`src/rtl/l2_bist_pkg.sv`:
```
// Shared types, pattern-mode encodings and expected-data generator for the L2 memory BIST.
package l2_bist_pkg;

  typedef enum logic [2:0] {
    IDLE,
    WR,
    RD_REQ,
    RD_WAIT,
    DONE
  } bist_state_e;

  localparam logic [1:0] MODE_FIXED = 2'b00;
  localparam logic [1:0] MODE_ADDR  = 2'b01;
  localparam logic [1:0] MODE_INV   = 2'b10;
  localparam logic [1:0] MODE_ALT   = 2'b11;

  // Widest data word supported; callers zero-extend inputs and truncate the result.
  localparam int MAX_DW = 512;

  function automatic logic [MAX_DW-1:0] exp_data(
    input logic [1:0]        mode,
    input logic [MAX_DW-1:0] pattern,
    input logic [MAX_DW-1:0] addr,
    input logic              idx_odd
  );
    logic [MAX_DW-1:0] d;
    case (mode)
      MODE_FIXED: d = pattern;
      MODE_ADDR:  d = addr;
      MODE_INV:   d = ~pattern;
      default:    d = idx_odd ? ~pattern : pattern;
    endcase
    return d;
  endfunction

endpackage

```
`src/rtl/l2_mem_if.sv`:
```
// L2 request/grant/rvalid memory port shared by the BIST master and the memory side.
interface l2_mem_if #(
  parameter int ADDR_WIDTH = 32,
  parameter int DATA_WIDTH = 32
);
  logic                    req;
  logic                    gnt;
  logic                    we;
  logic [ADDR_WIDTH-1:0]   addr;
  logic [DATA_WIDTH-1:0]   wdata;
  logic [DATA_WIDTH/8-1:0] be;
  logic                    rvalid;
  logic [DATA_WIDTH-1:0]   rdata;

  modport master (output req, we, addr, wdata, be, input gnt, rvalid, rdata);
  modport slave  (input req, we, addr, wdata, be, output gnt, rvalid, rdata);
endinterface

```
`src/rtl/l2_bist_checker.sv`:
```
// Read-back comparator: saturating mismatch counter plus capture of the first failing word.
module l2_bist_checker #(
  parameter int ADDR_WIDTH = 32,
  parameter int DATA_WIDTH = 32,
  parameter int CNT_WIDTH  = 16
) (
  input  logic                  clk_i,
  input  logic                  rst_n,
  input  logic                  clear,
  input  logic                  check_en,
  input  logic [DATA_WIDTH-1:0] expected,
  input  logic [DATA_WIDTH-1:0] rdata,
  input  logic [ADDR_WIDTH-1:0] addr,
  output logic [CNT_WIDTH-1:0]  err_cnt,
  output logic [ADDR_WIDTH-1:0] first_err_addr,
  output logic [DATA_WIDTH-1:0] first_err_data
);

  logic mismatch;

  assign mismatch = check_en && (rdata != expected);

  always_ff @(posedge clk_i or negedge rst_n) begin
    if (!rst_n) begin
      err_cnt        <= '0;
      first_err_addr <= '0;
      first_err_data <= '0;
    end else if (clear) begin
      err_cnt        <= '0;
      first_err_addr <= '0;
      first_err_data <= '0;
    end else if (mismatch) begin
      if (err_cnt != '1) begin
        err_cnt <= err_cnt + CNT_WIDTH'(1);
      end
      // A zero count means this is the first mismatch of the run.
      if (err_cnt == '0) begin
        first_err_addr <= addr;
        first_err_data <= rdata;
      end
    end
  end

endmodule

```
`src/rtl/l2_mem_bist.sv`:
```
// L2 memory BIST engine: writes a generated pattern over an address range,
// then reads it back one word at a time and reports mismatches.
module l2_mem_bist
  import l2_bist_pkg::*;
#(
  parameter int ADDR_WIDTH = 32,
  parameter int DATA_WIDTH = 32,
  parameter int CNT_WIDTH  = 16
) (
  input  logic                  clk_i,
  input  logic                  rst_n,
  input  logic                  start_i,
  input  logic                  abort_i,
  input  logic [ADDR_WIDTH-1:0] base_addr_i,
  input  logic [CNT_WIDTH-1:0]  num_words_i,
  input  logic [DATA_WIDTH-1:0] pattern_i,
  input  logic [1:0]            mode_i,
  l2_mem_if.master              mem,
  output logic                  busy_o,
  output logic                  done_o,
  output logic                  pass_o,
  output logic                  aborted_o,
  output logic [CNT_WIDTH-1:0]  err_cnt_o,
  output logic [ADDR_WIDTH-1:0] first_err_addr_o,
  output logic [DATA_WIDTH-1:0] first_err_data_o
);

  localparam logic [ADDR_WIDTH-1:0] WORD_BYTES = ADDR_WIDTH'(DATA_WIDTH / 8);

  bist_state_e           state_q, state_d;
  logic [ADDR_WIDTH-1:0] base_q, addr_q;
  logic [CNT_WIDTH-1:0]  num_q, idx_q;
  logic [DATA_WIDTH-1:0] pattern_q, exp_word;
  logic [1:0]            mode_q;
  logic                  drain_q, done_q, pass_q, aborted_q;
  logic                  start_acc, last_word, pass_now;
  logic                  advance, rd_restart, abort_end, check_en;

  assign start_acc = (state_q == IDLE) && start_i;
  assign last_word = (idx_q == num_q - CNT_WIDTH'(1));
  assign exp_word  = DATA_WIDTH'(exp_data(mode_q, MAX_DW'(pattern_q), MAX_DW'(addr_q), idx_q[0]));
  assign pass_now  = (err_cnt_o == '0) && !aborted_q;

  always_ff @(posedge clk_i or negedge rst_n) begin
    if (!rst_n) begin
      state_q <= IDLE;
    end else begin
      state_q <= state_d;
    end
  end

  // Next state plus the per-cycle datapath strobes; an abort drops an ungranted
  // request at once but a granted read still owes its rvalid, tracked by drain_q.
  always_comb begin
    state_d    = state_q;
    advance    = 1'b0;
    rd_restart = 1'b0;
    abort_end  = 1'b0;
    check_en   = 1'b0;
    case (state_q)
      IDLE: begin
        if (start_i) begin
          state_d = (num_words_i == '0) ? DONE : WR;
        end
      end
      WR: begin
        if (mem.gnt && !abort_i) begin
          if (last_word) begin
            state_d    = RD_REQ;
            rd_restart = 1'b1;
          end else begin
            advance = 1'b1;
          end
        end else if (abort_i) begin
          state_d   = DONE;
          abort_end = 1'b1;
        end
      end
      RD_REQ: begin
        if (mem.gnt) begin
          state_d = RD_WAIT;
        end else if (abort_i) begin
          state_d   = DONE;
          abort_end = 1'b1;
        end
      end
      RD_WAIT: begin
        if (mem.rvalid) begin
          if (abort_i || drain_q) begin
            state_d   = DONE;
            abort_end = 1'b1;
          end else begin
            check_en = 1'b1;
            if (last_word) begin
              state_d = DONE;
            end else begin
              state_d = RD_REQ;
              advance = 1'b1;
            end
          end
        end
      end
      DONE: state_d = IDLE;
      default: state_d = IDLE;
    endcase
  end

  always_ff @(posedge clk_i or negedge rst_n) begin
    if (!rst_n) begin
      base_q    <= '0;
      addr_q    <= '0;
      num_q     <= '0;
      idx_q     <= '0;
      pattern_q <= '0;
      mode_q    <= MODE_FIXED;
      drain_q   <= 1'b0;
      done_q    <= 1'b0;
      pass_q    <= 1'b0;
      aborted_q <= 1'b0;
    end else begin
      if (start_acc) begin
        base_q    <= base_addr_i;
        addr_q    <= base_addr_i;
        num_q     <= num_words_i;
        idx_q     <= '0;
        pattern_q <= pattern_i;
        mode_q    <= mode_i;
        done_q    <= 1'b0;
        pass_q    <= 1'b0;
        aborted_q <= 1'b0;
      end else if (advance) begin
        addr_q <= addr_q + WORD_BYTES;
        idx_q  <= idx_q + CNT_WIDTH'(1);
      end else if (rd_restart) begin
        addr_q <= base_q;
        idx_q  <= '0;
      end
      drain_q <= (state_d == RD_WAIT) && (drain_q || abort_i);
      if (abort_end) begin
        aborted_q <= 1'b1;
      end
      if (state_q == DONE) begin
        done_q <= 1'b1;
        pass_q <= pass_now;
      end
    end
  end

  l2_bist_checker #(
    .ADDR_WIDTH(ADDR_WIDTH),
    .DATA_WIDTH(DATA_WIDTH),
    .CNT_WIDTH (CNT_WIDTH)
  ) u_checker (
    .clk_i         (clk_i),
    .rst_n         (rst_n),
    .clear         (start_acc),
    .check_en      (check_en),
    .expected      (exp_word),
    .rdata         (mem.rdata),
    .addr          (addr_q),
    .err_cnt       (err_cnt_o),
    .first_err_addr(first_err_addr_o),
    .first_err_data(first_err_data_o)
  );

  assign mem.req   = (state_q == WR) || (state_q == RD_REQ);
  assign mem.we    = (state_q == WR);
  assign mem.addr  = addr_q;
  assign mem.wdata = exp_word;
  assign mem.be    = {(DATA_WIDTH/8){1'b1}};

  assign busy_o    = (state_q == WR) || (state_q == RD_REQ) || (state_q == RD_WAIT);
  assign done_o    = done_q || (state_q == DONE);
  assign pass_o    = (state_q == DONE) ? pass_now : pass_q;
  assign aborted_o = aborted_q;

endmodule
```
`src/flat_wrapper.sv`:
```
// flat-port wrapper written by rule: the top's interface ports become plain ports
module l2_mem_bist_flat import l2_bist_pkg::*;
#(
  parameter int ADDR_WIDTH = 32,
  parameter int DATA_WIDTH = 32,
  parameter int CNT_WIDTH  = 16
)
  (clk_i, rst_n, start_i, abort_i, base_addr_i, num_words_i, pattern_i, mode_i, busy_o, done_o, pass_o, aborted_o, err_cnt_o, first_err_addr_o, first_err_data_o, mem_req, mem_we, mem_addr, mem_wdata, mem_be, mem_gnt, mem_rvalid, mem_rdata);
  l2_mem_if #(.ADDR_WIDTH(ADDR_WIDTH), .DATA_WIDTH(DATA_WIDTH)) mem_i ();
  input  logic clk_i;
  input  logic rst_n;
  input  logic start_i;
  input  logic abort_i;
  input  logic [ADDR_WIDTH-1:0] base_addr_i;
  input  logic [CNT_WIDTH-1:0] num_words_i;
  input  logic [DATA_WIDTH-1:0] pattern_i;
  input  logic [1:0] mode_i;
  output logic busy_o;
  output logic done_o;
  output logic pass_o;
  output logic aborted_o;
  output logic [CNT_WIDTH-1:0] err_cnt_o;
  output logic [ADDR_WIDTH-1:0] first_err_addr_o;
  output logic [DATA_WIDTH-1:0] first_err_data_o;
  output wire logic [$bits(mem_i.req)-1:0] mem_req;
  output wire logic [$bits(mem_i.we)-1:0] mem_we;
  output wire logic [$bits(mem_i.addr)-1:0] mem_addr;
  output wire logic [$bits(mem_i.wdata)-1:0] mem_wdata;
  output wire logic [$bits(mem_i.be)-1:0] mem_be;
  input wire logic [$bits(mem_i.gnt)-1:0] mem_gnt;
  input wire logic [$bits(mem_i.rvalid)-1:0] mem_rvalid;
  input wire logic [$bits(mem_i.rdata)-1:0] mem_rdata;
  assign mem_req = mem_i.req;
  assign mem_we = mem_i.we;
  assign mem_addr = mem_i.addr;
  assign mem_wdata = mem_i.wdata;
  assign mem_be = mem_i.be;
  assign mem_i.gnt = mem_gnt;
  assign mem_i.rvalid = mem_rvalid;
  assign mem_i.rdata = mem_rdata;
  l2_mem_bist #(.ADDR_WIDTH(ADDR_WIDTH), .DATA_WIDTH(DATA_WIDTH), .CNT_WIDTH(CNT_WIDTH)) u_core (.clk_i(clk_i), .rst_n(rst_n), .start_i(start_i), .abort_i(abort_i), .base_addr_i(base_addr_i), .num_words_i(num_words_i), .pattern_i(pattern_i), .mode_i(mode_i), .mem(mem_i), .busy_o(busy_o), .done_o(done_o), .pass_o(pass_o), .aborted_o(aborted_o), .err_cnt_o(err_cnt_o), .first_err_addr_o(first_err_addr_o), .first_err_data_o(first_err_data_o));
endmodule
```
`config.mk`:
```
export PLATFORM = sky130hd
export DESIGN_NAME = l2_mem_bist_flat
export DESIGN_NICKNAME = d
export VERILOG_FILES = /design/src/rtl/l2_bist_pkg.sv /design/src/rtl/l2_mem_if.sv /design/src/rtl/l2_bist_checker.sv /design/src/rtl/l2_mem_bist.sv /design/src/flat_wrapper.sv
export SDC_FILE = /design/constraint.sdc
export NUM_CORES = 1
export LEC_CHECK = 0
export ABC_CLOCK_PERIOD_IN_PS = 4000
export BUFFER_PORTS_ARGS = -buffer_cell sky130_fd_sc_hd__buf_2
export CELL_PAD_IN_SITES_DETAIL_PLACEMENT = 1
export CELL_PAD_IN_SITES_GLOBAL_PLACEMENT = 1
export CORE_MARGIN = 8
export CORE_UTILIZATION = 40
export DETAILED_ROUTE_END_ITERATION = 16
export PLACE_DENSITY = 0.78
export SLEW_MARGIN = 25
export SYNTH_ARGS = -nofsm -noshare
export SYNTH_HDL_FRONTEND = slang
export SYNTH_HIERARCHICAL = 1
export SYNTH_SLANG_ARGS = --single-unit
export TNS_END_PERCENT = 30
```
`constraint.sdc`:
```
create_clock -name clk_i -period 4 [get_ports clk_i]
set_input_delay 0.6 -clock clk_i [delete_from_list [all_inputs] [get_ports clk_i]]
set_output_delay 0.6 -clock clk_i [all_outputs]
set_load 0.1 [all_outputs]
```
; ---- Yosys cells after proc, flatten, opt, wreduce, memory -nomap -nowiden
; Index checks and enable logic that the tools add are counted.
[totals]
ff_bits = 217
out_inout_bits = 154
[op_classes]
n_addsub = 4
eq_ne = 10
mux = 49
n_bitwise = 1
reduce_logical = 23
[ops]
columns = operator, count
row1 = $mux W32, 10
row2 = $mux W16, 6
row3 = $pmux W32 S3, 1
row4 = $add A16 B1 Y16 const B, 2
row5 = $add A32 B3 Y32 const B, 1
row6 = $logic_not A16 Y1, 2
row7 = $ne A32 B32 Y1, 1
row8 = $not A32 Y32, 1
row9 = $mux W3, 9
row10 = $mux W1, 20
row11 = $eq A16 B16 Y1, 1
row12 = $ne A16 B16 Y1 const B, 1
row13 = $sub A16 B1 Y16 const B, 1
row14 = $pmux W3 S4, 1
row15 = $reduce_bool A2 Y1, 5
row16 = $eq A3 B2 Y1 const B, 3
row17 = $logic_and A1 B1 Y1, 5
row18 = $logic_or A1 B1 Y1, 4
row19 = $reduce_and A2 Y1, 2
row20 = $eq A3 B1 Y1 const B, 1
row21 = $eq A3 B3 Y1 const B, 1
row22 = $logic_not A3 Y1, 1
row23 = $pmux W1 S3, 1
row24 = $reduce_bool A3 Y1, 1
row25 = other kinds (5), 6

; ---- Logic depth before layout (Yosys ltp)
; Gate-level depths: netlist of run 1.
[depth]
depth_word = 8
depth_mapped = 15

; ---- By module
; The synthesis of run 1 kept the hierarchy.
[by_module_without_submodules]
columns = module, n_inst, cells_per_inst, area_each_um2, seq_area_each_um2
row1 = l2_mem_bist, 1, 998, 7980.2, 3428.3
row2 = l2_bist_checker, 1, 367, 4081.4, 2001.9

; ---- Least setup slack after synthesis of run 1
; No wires, ideal clock.
[synth_path]
path_type = register to register
startpoint = register u_core.idx_q[0]
endpoint = register u_core.u_checker.first_err_addr[26]
arrival_ns = 4.420
slack_ns = -0.552
path_stages_with_launch = 15
path_buffers = 5
period_less_slack_ns = 4.552
path_cell_list = dfrtp_1 > clkbuf_1 > nand2b_1 > clkbuf_1 > clkbuf_1 > o22ai_1 > a21oi_1 > xor2_1 > nor4_2 > nand4_1 > o21ai_2 > buf_8 > buf_12 > mux2i_1 > nor2_1
[synth_between]
elab_chain_cells = 6
[synth_lines]
columns = item, line_no
row1 = from (decl), l2_mem_bist.sv:32  ; logic [CNT_WIDTH-1:0] num_q, idx_q;
row2 = from (signal assigned), l2_mem_bist.sv:133  ; idx_q <= idx_q + CNT_WIDTH'(1);
row3 = $mux W32, l2_bist_pkg.sv:31  ; default: d = idx_odd ? ~pattern : pattern;
row4 = $pmux W32 S3, l2_bist_pkg.sv:27  ; case (mode)
row5 = named net mem_wdata[27], flat_wrapper.sv:28  ; output wire logic [$bits(mem_i.wdata)-1:0] mem_wdata;
row6 = $ne A32 B32 Y1, l2_bist_checker.sv:21  ; assign mismatch = check_en && (rdata != expected);
row7 = $logic_and A1 B1 Y1, l2_bist_checker.sv:21
row8 = $reduce_bool A2 Y1 (no line), --
row9 = $reduce_and A2 Y1 (no line), --
row10 = to (signal assigned), l2_bist_checker.sv:38  ; first_err_addr <= addr;
row11 = to (decl), l2_bist_checker.sv:15  ; output logic [ADDR_WIDTH-1:0] first_err_addr,
; The timed path passes the listed nets, and every way through them passes these cells.
; A chain may end at the register's enable or synchronous reset.

; ---- Worst setup path in the final report of run 1
[layout_path]
startpoint = register u_core.num_q[0]
endpoint = register u_core.addr_q[6] (netlist: u_core/mem.addr[6])
[layout_between]
elab_chain_cells = 8
elab_cells_between_ends = 13
[layout_lines]
columns = item, line_no
row1 = from (decl), l2_mem_bist.sv:32
row2 = from (signal assigned), l2_mem_bist.sv:124  ; num_q <= num_words_i;
row3 = $sub A16 B1 Y16 *, l2_mem_bist.sv:40  ; assign last_word = (idx_q == num_q - CNT_WIDTH'(1));
row4 = $eq A16 B16 Y1 *, l2_mem_bist.sv:40
row5 = $mux W1, "l2_mem_bist.sv:68, l2_mem_bist.sv:94"
row6 = $mux W1, l2_mem_bist.sv:89  ; if (abort_i || drain_q) begin
row7 = $mux W1, l2_mem_bist.sv:88  ; if (mem.rvalid) begin
row8 = $pmux W1 S2, l2_mem_bist.sv:60  ; case (state_q)
row9 = $mux W32, l2_mem_bist.sv:131  ; end else if (advance) begin
row10 = $mux W32, l2_mem_bist.sv:121  ; if (start_acc) begin
row11 = to (signal assigned), l2_mem_bist.sv:123  ; addr_q <= base_addr_i;
row12 = to (signal assigned), l2_mem_bist.sv:132  ; addr_q <= addr_q + WORD_BYTES;
row13 = to (signal assigned), l2_mem_bist.sv:135  ; addr_q <= base_q;
row14 = to (decl), l2_mem_bist.sv:31  ; logic [ADDR_WIDTH-1:0] base_q, addr_q;
; Every way passes the cells marked *; elsewhere a longest branch is shown, timed or not.

==> results.md, run 1 <==
* Status: complete, no violations
* IR drop worst, VDD at 0.000674 V
* Finished Layout Cells at 2020
* Slew Limit Fails at 0
* Crit path from: u_core/num_q[0]$_DFFE_PN0P_
* Initial Utilization at 0.407
* Area growth syn-to-layout at 22.0%
* Aggregate routed wire length at 43800 um
* Count of antenna-violating nets left after detailed routing at 0
* Sw frac at 0.584
* Worst Clk Skew at 20.1 ps
* Top post-synthesis cells by area: dfrtp_1, nand2_1, mux2i_1
* P_int at 6.02 mW
* I/O Pins at 274
* Clock H-tree levels at 1
* Crit-path max FO at 14
* IO buf count at 269
* Largest net degree at the start of global routing at 140
* First-pass GRT wire length at 67900 um
* R2r startpoint: u_core/num_q[0]$_DFFE_PN0P_
* TritonCTS Buffers at 26
* Fmax at 267 MHz
* Cell with the most instances after synthesis: nand2_1
* Final setup margin at 253 ps
* Synth warn at 6
* HP Class: in -> async
* Fraction of layout cells with a size suffix above 1 at 0.253
* Clk slew on worst S/H paths at 60 ps
* Placed Cells at 1974
* Cell row count at 63
* Antenna violations before repair at 3
* Post-synthesis sequential area ratio at 0.450
* Post-synth EDFFs at 0
* CP Launch Type: flop
* GR Overflow Total at 0
* Final hold violation count at 0
* RSZ-0062 raised after global routing: no
* Sequential Power Share at 0.244
* Post-layout minimum cycle time at 3750 ps
* Post-synth cell types at 79
* Flop and latch count out of synthesis at 217
* Worst skew pair latency at 530 ps
* Data arrival, critical path at 4150 ps
* Reg2Reg Setup Slack at 250 ps
* DR pass1 iterations at 5
* Clock sink count at 217
* Clock power frac at 0.166
* Via count at 11300
* Die height at 190 um
* Die width at 190 um
* Via density at 5.59
* Combinational share of power at 0.590
* CTS root buffer: clkbuf_16
* Psw at 8.47 mW
* Post-place setup slack at 286 ps
* Worst Path Required at 4400 ps
* Clock Path Buffers at 3
* Leakage at 7.65 nW
* Type of element capturing the critical path: flop
* Period utilization at 0.937
* Syn Area/Cell at 8.84 sq um
* Detailed Place HPWL at 32500 um
* WS Path Type: reg -> reg
* Synthesized instance count at 1365
* Synth Flop Type: dfrtp_1
* Core area at 29600 sq um
* Gp weighted congestion at 0.842
* FF-to-FF End: u_core/mem.addr[6]$_DFFE_PN0P_
* # setup viols final at 0
* Final Power at 14.5 mW
* FFs w/ async S/R, synth at 1.00
* MaxCap Viol Count at 0
* Synth cell count leaders: nand2_1, dfrtp_1, nor2_1
* Post-synth top area cell: dfrtp_1
* Final hold slack at 77.8 ps
* DRC Markers at 0
* Pwr dens at 984 nW/um^2
* Hold buffer count at cts at 0
* Relative slew slack at 0.403
* Setup_tns at 0 ps
* Gr usage total at 0.235
* CP endpoint: u_core/mem.addr[6]$_DFFE_PN0P_
* Reg2Reg Depth at 10
* Slew @ Worst Pin at 895 ps
* Netlist Area Pre-Place at 12100 sq um
* Synth top area share at 0.450
* Total die area at 36000 sq um
* Drt wl/cell at 21.7 um
* Vias in the first global route at 11800
* DR iter-0 viols at 638
* Layout Nets at 1737
* TritonCTS clock tree: yes
## layout make-up
class                   count  area [sq um]
diodes                      1          2.50
clock buffers              37           773
clock inverters             8          96.3
fillers                  3561         14900
inverters                  24          95.1
multi-input cells        1039          6160
flip-flops and latches    217          5430
well taps                 390           488
repair buffers            304          1670
## placed cells by master (no fill, tap or decap), types with 12 or more instances in the layout
| master | instances |
|---|---|
| nand2_1 | 308 |
| buf_2 | 268 |
| dfrtp_1 | 215 |
| nor2_1 | 128 |
| mux2i_1 | 70 |
| xor2_1 | 68 |
| o21ai_0 | 55 |
| a21oi_1 | 43 |
| o22ai_1 | 36 |
| buf_4 | 31 |
| nand3_1 | 30 |
| a21oi_2 | 29 |
| clkbuf_16 | 27 |
| nor4_1 | 25 |
| inv_1 | 23 |
| and3_1 | 23 |
| xnor2_1 | 17 |
| a31oi_1 | 16 |
| nor3_1 | 15 |
| nand4_1 | 13 |
| nand2b_1 | 12 |
## logic make-up after synthesis
kind of cell             synth area share
AND/OR/NAND/NOR                     0.233
adder cells (fa/ha/maj)           0.00519
buffers and inverters              0.0504
XOR/XNOR                           0.0617
multiplexers                       0.0649
other                            0.000311
flip-flops                          0.450
AO/OA/AOI/OAI                       0.134
## per-layer routing
layer / routed length, um / vias to the layer above / global-route usage
met2: 21900 / 302 / 0.413
met3: 1960 / 86 / 0.0317
met5: 27 / - / 0
li1: - / 5223 / -
met4: 1460 / 4 / 0.0797
met1: 18400 / 5676 / 0.293
## power groups by stage
stage                     clock network (mW)  logic (mW)  registers, mW
after global routing                    2.54        8.96           3.60
after detailed placement                   0        8.52           3.55
final                                   2.41        8.55           3.53
after CTS                               2.46        8.56           3.52
after floorplan                            0        5.57           4.46
after global placement                     0        8.34           3.52
## timing repair
action                                  4_1_cts  5_1_grt
endpoints found under the setup margin        0       37
setup buffers                                 0        0
resized for setup                             0        1
## worst max-delay path: stages (launching register included)
cell,delay (ps)
dfrtp_1,420
inv_1,100
ha_1,260
or4b_4,540
nor4b_4,240
xnor2_1,120
a2111o_1,410
or2_0,360
o31a_1,580
buf_4,320
o221a_1,280
## stage by stage
stage,util,cell area [sq um]
global route,0.497,14700
CTS,0.497,14700
finish,0.497,14700
floorplan,-,12200
detailed placement,0.467,13800
global placement,0.467,13800
## worst min path at each step
stage | end | cells after the start | slack [ps] | startpoint
after floorplan | u_core/aborted_o$_DFFE_PN0P_ | 0 | 300 | rst_n
after global placement | u_core/base_q[22]$_DFFE_PN0P_ | 2 | 450 | u_core/base_q[22]$_DFFE_PN0P_
after detailed placement | u_core/base_q[0]$_DFFE_PN0P_ | 2 | 460 | u_core/base_q[0]$_DFFE_PN0P_
after CTS | u_core/u_checker/err_cnt[2]$_DFFE_PN0P_ | 1 | 160 | rst_n
after global routing | u_core/u_checker/err_cnt[3]$_DFFE_PN0P_ | 1 | 150 | rst_n
final | u_core/u_checker/err_cnt[3]$_DFFE_PN0P_ | 1 | 80 | rst_n
## sequential cells by signal, summed over array words and instances (netlist names), 2 cells and up
name	cells
u_core/num_q	16
u_core/u_checker/err_cnt	16
u_core/mem.addr	32
u_core/u_checker/first_err_data	32
u_core/state_q	3
u_core/base_q	32
u_core/idx_q	16
u_core/mode_q	2
u_core/u_checker/first_err_addr	32
u_core/pattern_q	32
Note: power is estimated with default switching activity, not from simulation.
==> run 2, diff against run 1 <==
--- a/config.mk
+++ b/config.mk
@@ -5,6 +5,7 @@
 export SDC_FILE = /design/constraint.sdc
 export NUM_CORES = 1
 export LEC_CHECK = 0
+export ABC_AREA = 1
 export ABC_CLOCK_PERIOD_IN_PS = 4000
 export BUFFER_PORTS_ARGS = -buffer_cell sky130_fd_sc_hd__buf_2
 export CELL_PAD_IN_SITES_DETAIL_PLACEMENT = 1
@@ -12,7 +13,7 @@
 export CORE_MARGIN = 8
 export CORE_UTILIZATION = 40
 export DETAILED_ROUTE_END_ITERATION = 16
-export PLACE_DENSITY = 0.78
+export PLACE_DENSITY = 0.81
 export SLEW_MARGIN = 25
 export SYNTH_ARGS = -nofsm -noshare
 export SYNTH_HDL_FRONTEND = slang
==> constraint.sdc (replaced) <==
create_clock -name clk_i -period 4 [get_ports clk_i]
set_input_delay 0.4 -clock clk_i [delete_from_list [all_inputs] [get_ports clk_i]]
set_output_delay 0.4 -clock clk_i [all_outputs]
set_load 0.1 [all_outputs]
==> run 2 against run 1 <==
  * Synthesized cell count is 35% higher
  * Count of clock-buffer cells in the layout is 1 lower
  * Via count is 18% higher
  * Flip-flop and latch count stayed put
  * Core utilization is 1.3 points lower
  * Cell area is 6.0% higher
  * Worst setup slack better by 200 ps
  * Routed wire length is 15% higher
==> results.md, run 2 <==
* FFs w/ async S/R, synth at 1.00 (unchanged)
* Area growth syn-to-layout at 20.0%
* Xor-xnor portion of the synthesized cell area at 0.0613 (-0.000431)
* CTS root buffer: clkbuf_16
* Clock H-tree levels at 1 (unchanged)
* Met3 wire length at 2650 um (+35%)
* M1 WL at 21400 um (+16%)
* Post-synth EDFFs at 0 (unchanged)
* DRC Markers at 0 (unchanged)
* Layout Nets at 2194 (+26%)
* Commonest non-fill, non-tap cell in the layout: nand2_1
* Post-synth top area cell: dfrtp_1
* Synth Area in Simple Gates at 0.348 (+0.115)
* TritonCTS Buffers at 27 (+3.8%)
* Crit-path max FO at 47 (+33)
* Worst Clk Skew at 15.4 ps (-4.70 ps)
* Post-CTS Setup Inserts at 0 (unchanged)
* Reg2Reg Depth at 13 (+3)
* Gp weighted congestion at 0.918 (+9.0%)
* Clock Path Buffers at 3 (unchanged)
* MaxCap Viol Count at 0 (unchanged)
* Fill count at 4235 (+19%)
* Type of element capturing the critical path: flop
* Post-layout minimum cycle time at 3550 ps (-198 ps)
* GR Overflow Total at 0 (unchanged)
* TritonCTS clock tree: yes
* Fraction of layout cells with a size suffix above 1 at 0.181 (-0.0715)
* Met2 WL at 24500 um (+12%)
* Largest family of logic cells by synthesized area: simple AND/OR/NAND/NOR gates
* Post-synthesis compound-gate area fraction at 0.0751 (-0.0588)
* Core area at 32300 sq um (+8.9%)
* Synth top area share at 0.418 (-0.0326)
* IO buf count at 269 (unchanged)
* Worst hold start: pattern_i[13]
* Post-synth cell types at 39 (-51%)
* Flop and latch count out of synthesis at 217 (unchanged)
* Via density at 5.25 (-6.1%)
* Post-synthesis mux area share at 0 (-0.0649)
* Top post-synthesis cells by area: dfrtp_1, nand2_1, nand3_1
* Synth cell count leaders: nand2_1, dfrtp_1, inv_1
* Clock sink count at 217 (unchanged)
* FF-to-FF End: u_core/u_checker/first_err_addr[28]$_DFFE_PN0P_
* Synth Flop Type: dfrtp_1
* Cell row count at 66 (+4.8%)
* Clk slew on worst S/H paths at 60 ps (about the same)
* Die width at 196 um (+3.5%)
* Initial Utilization at 0.403 (-0.00422)
* Antenna violations before repair at 0 (-3)
* Total die area at 38500 sq um (+7.1%)
* R2r startpoint: u_core/idx_q[0]$_DFFE_PN0P_
* WS Path Type: reg -> reg
* Post-Synth Adder-Cell Area at 0.00481 (-0.000376)
* Data arrival, critical path at 3970 ps (-180 ps)
* Relative slew slack at 0.321 (-0.0817)
* Fmax at 282 MHz (+5.6%)
* DR iter-0 viols at 796 (+25%)
* Hold Path Depth at 3
* Drt wl/cell at 20.0 um (-7.9%)
* Vias in the first global route at 14000 (+19%)
* # setup viols final at 0 (unchanged)
* Worst skew pair latency at 550 ps (+20 ps)
* Min-Delay Endpoint: u_core/pattern_q[13]$_DFFE_PN0P_
* Final hold violation count at 0 (unchanged)
* RSZ-0062 raised after global routing: no
* Detailed Place HPWL at 37000 um (+14%)
* Setup_tns at 0 ps (unchanged)
* Synth warn at 6 (unchanged)
* First-pass GRT wire length at 79200 um (+17%)
* Die height at 196 um (+3.5%)
* Worst Path Required at 4420 ps (+20 ps)
* Largest net degree at the start of global routing at 126 (-10%)
* Reg2Reg Setup Slack at 450 ps (+200 ps)
* Slew @ Worst Pin at 1020 ps (+123 ps)
* Aggregate routed wire length at 50600 um (+15%)
* Period utilization at 0.887 (-0.0495)
* Syn Area/Cell at 7.04 sq um (-20%)
* Slew Limit Fails at 0 (unchanged)
* HP Class: in -> reg
* DR top layer: met4
* Netlist Area Pre-Place at 13000 sq um (+7.8%)
* Count of antenna-violating nets left after detailed routing at 0 (unchanged)
* DR pass1 iterations at 5 (unchanged)
* Cell with the most instances after synthesis: nand2_1
* Gr usage total at 0.256 (+0.0214)
* Post-synthesis sequential area ratio at 0.418 (-0.0326)
* Via count at 13300 (+18%)
* CP Launch Type: flop
* Status: complete, no violations
* I/O Pins at 274 (unchanged)
* Most frequent cells in the layout: nand2_1, buf_2, dfrtp_1
* Synthesized instance count at 1846 (+35%)
* Crit path from: u_core/idx_q[0]$_DFFE_PN0P_
[run 2: cell count changes after synthesis, moves of 24 or more]
cell / previous run / this run
xnor2_1: 17 / 48
inv_1: 24 / 181
mux2i_1: 70 / 0
a21oi_1: 73 / 19
nand4_1: 13 / 49
xor2_1: 68 / 43
nand2_1: 308 / 661
nand3_1: 30 / 137
nor2_1: 128 / 152
[run 2: metrics by stage]
step                 util  setup slack, ps  hold WS (ps)  area [sq um]  instances
finish              0.483              451          53.1         15600       2532
global placement    0.453              648           464         14600       2480
global route        0.483              156          51.3         15600       2531
floorplan               -             54.8           104         13000       1849
CTS                 0.482              264          2.41         15600       2529
detailed placement  0.453              352           463         14600       2480
[run 2: metal layers]
metal,vias to the layer above,global-route usage
met3,88,0.0355
met5,-,0
li1,6302,-
met1,6546,0.325
met2,349,0.437
met4,0,0.101
[run 2: worst max-delay path by stage]
stage / end / slack (ps) / depth (start not counted)
2_1_floorplan: u_core/u_checker/first_err_addr[18]$_DFFE_PN0P_ / 50 / 13
3_3_place_gp: u_core/u_checker/first_err_addr[23]$_DFFE_PN0P_ / 650 / 15
3_5_place_dp: u_core/u_checker/first_err_addr[15]$_DFFE_PN0P_ / 350 / 16
4_1_cts: u_core/u_checker/first_err_addr[28]$_DFFE_PN0P_ / 260 / 15
5_1_grt: u_core/u_checker/first_err_addr[28]$_DFFE_PN0P_ / 160 / 16
6_report: u_core/u_checker/first_err_addr[28]$_DFFE_PN0P_ / 450 / 13
[run 2: what timing repair did]
| action | 4_1_cts | 5_1_grt |
|---|---|---|
| hold endpoints to repair | 0 | 37 |
| hold buffers | 0 | 1 |
| endpoints found under the setup margin | 0 | 51 |
| resized for setup | 0 | 3 |
[run 2: cells by family after synthesis]
logic type,after synthesis
other,1
buffers and inverters,289
and+or+nand+nor,1067
xor gates and xnor gates,91
adders and majority gates,5
AOI/OAI and AO/OA,176
DFF,217
[run 2: area by class of cell]
cell class	count	area [sq um]	share of cell area
Multi-Input combinational cell	1343	6390	0.409
Sequential cell	217	5430	0.348
Timing Repair Buffer	288	1560	0.100
Clock buffer	36	769	0.0493
Inverter	192	723	0.0463
Tap cell	442	553	0.0354
Clock inverter	13	173	0.0111
Antenna cell	1	2.50	0.000160
[run 2: critical path, stage by stage (launching register included)]
cell,delay [ps]
dfrtp_2,1020
xnor2_1,160
o22ai_1,390
xnor2_1,190
nand2_1,90
nor2_1,110
nand2_1,70
nor2_1,180
nand2_1,150
nand3_2,110
nand2_2,270
buf_4,380
nand2_1,150
nand2_1,70
Power of run 2 is left out: the tool's default activity adds up to more than one toggle a clock period on the data nets, which glitch-free logic cannot reach.
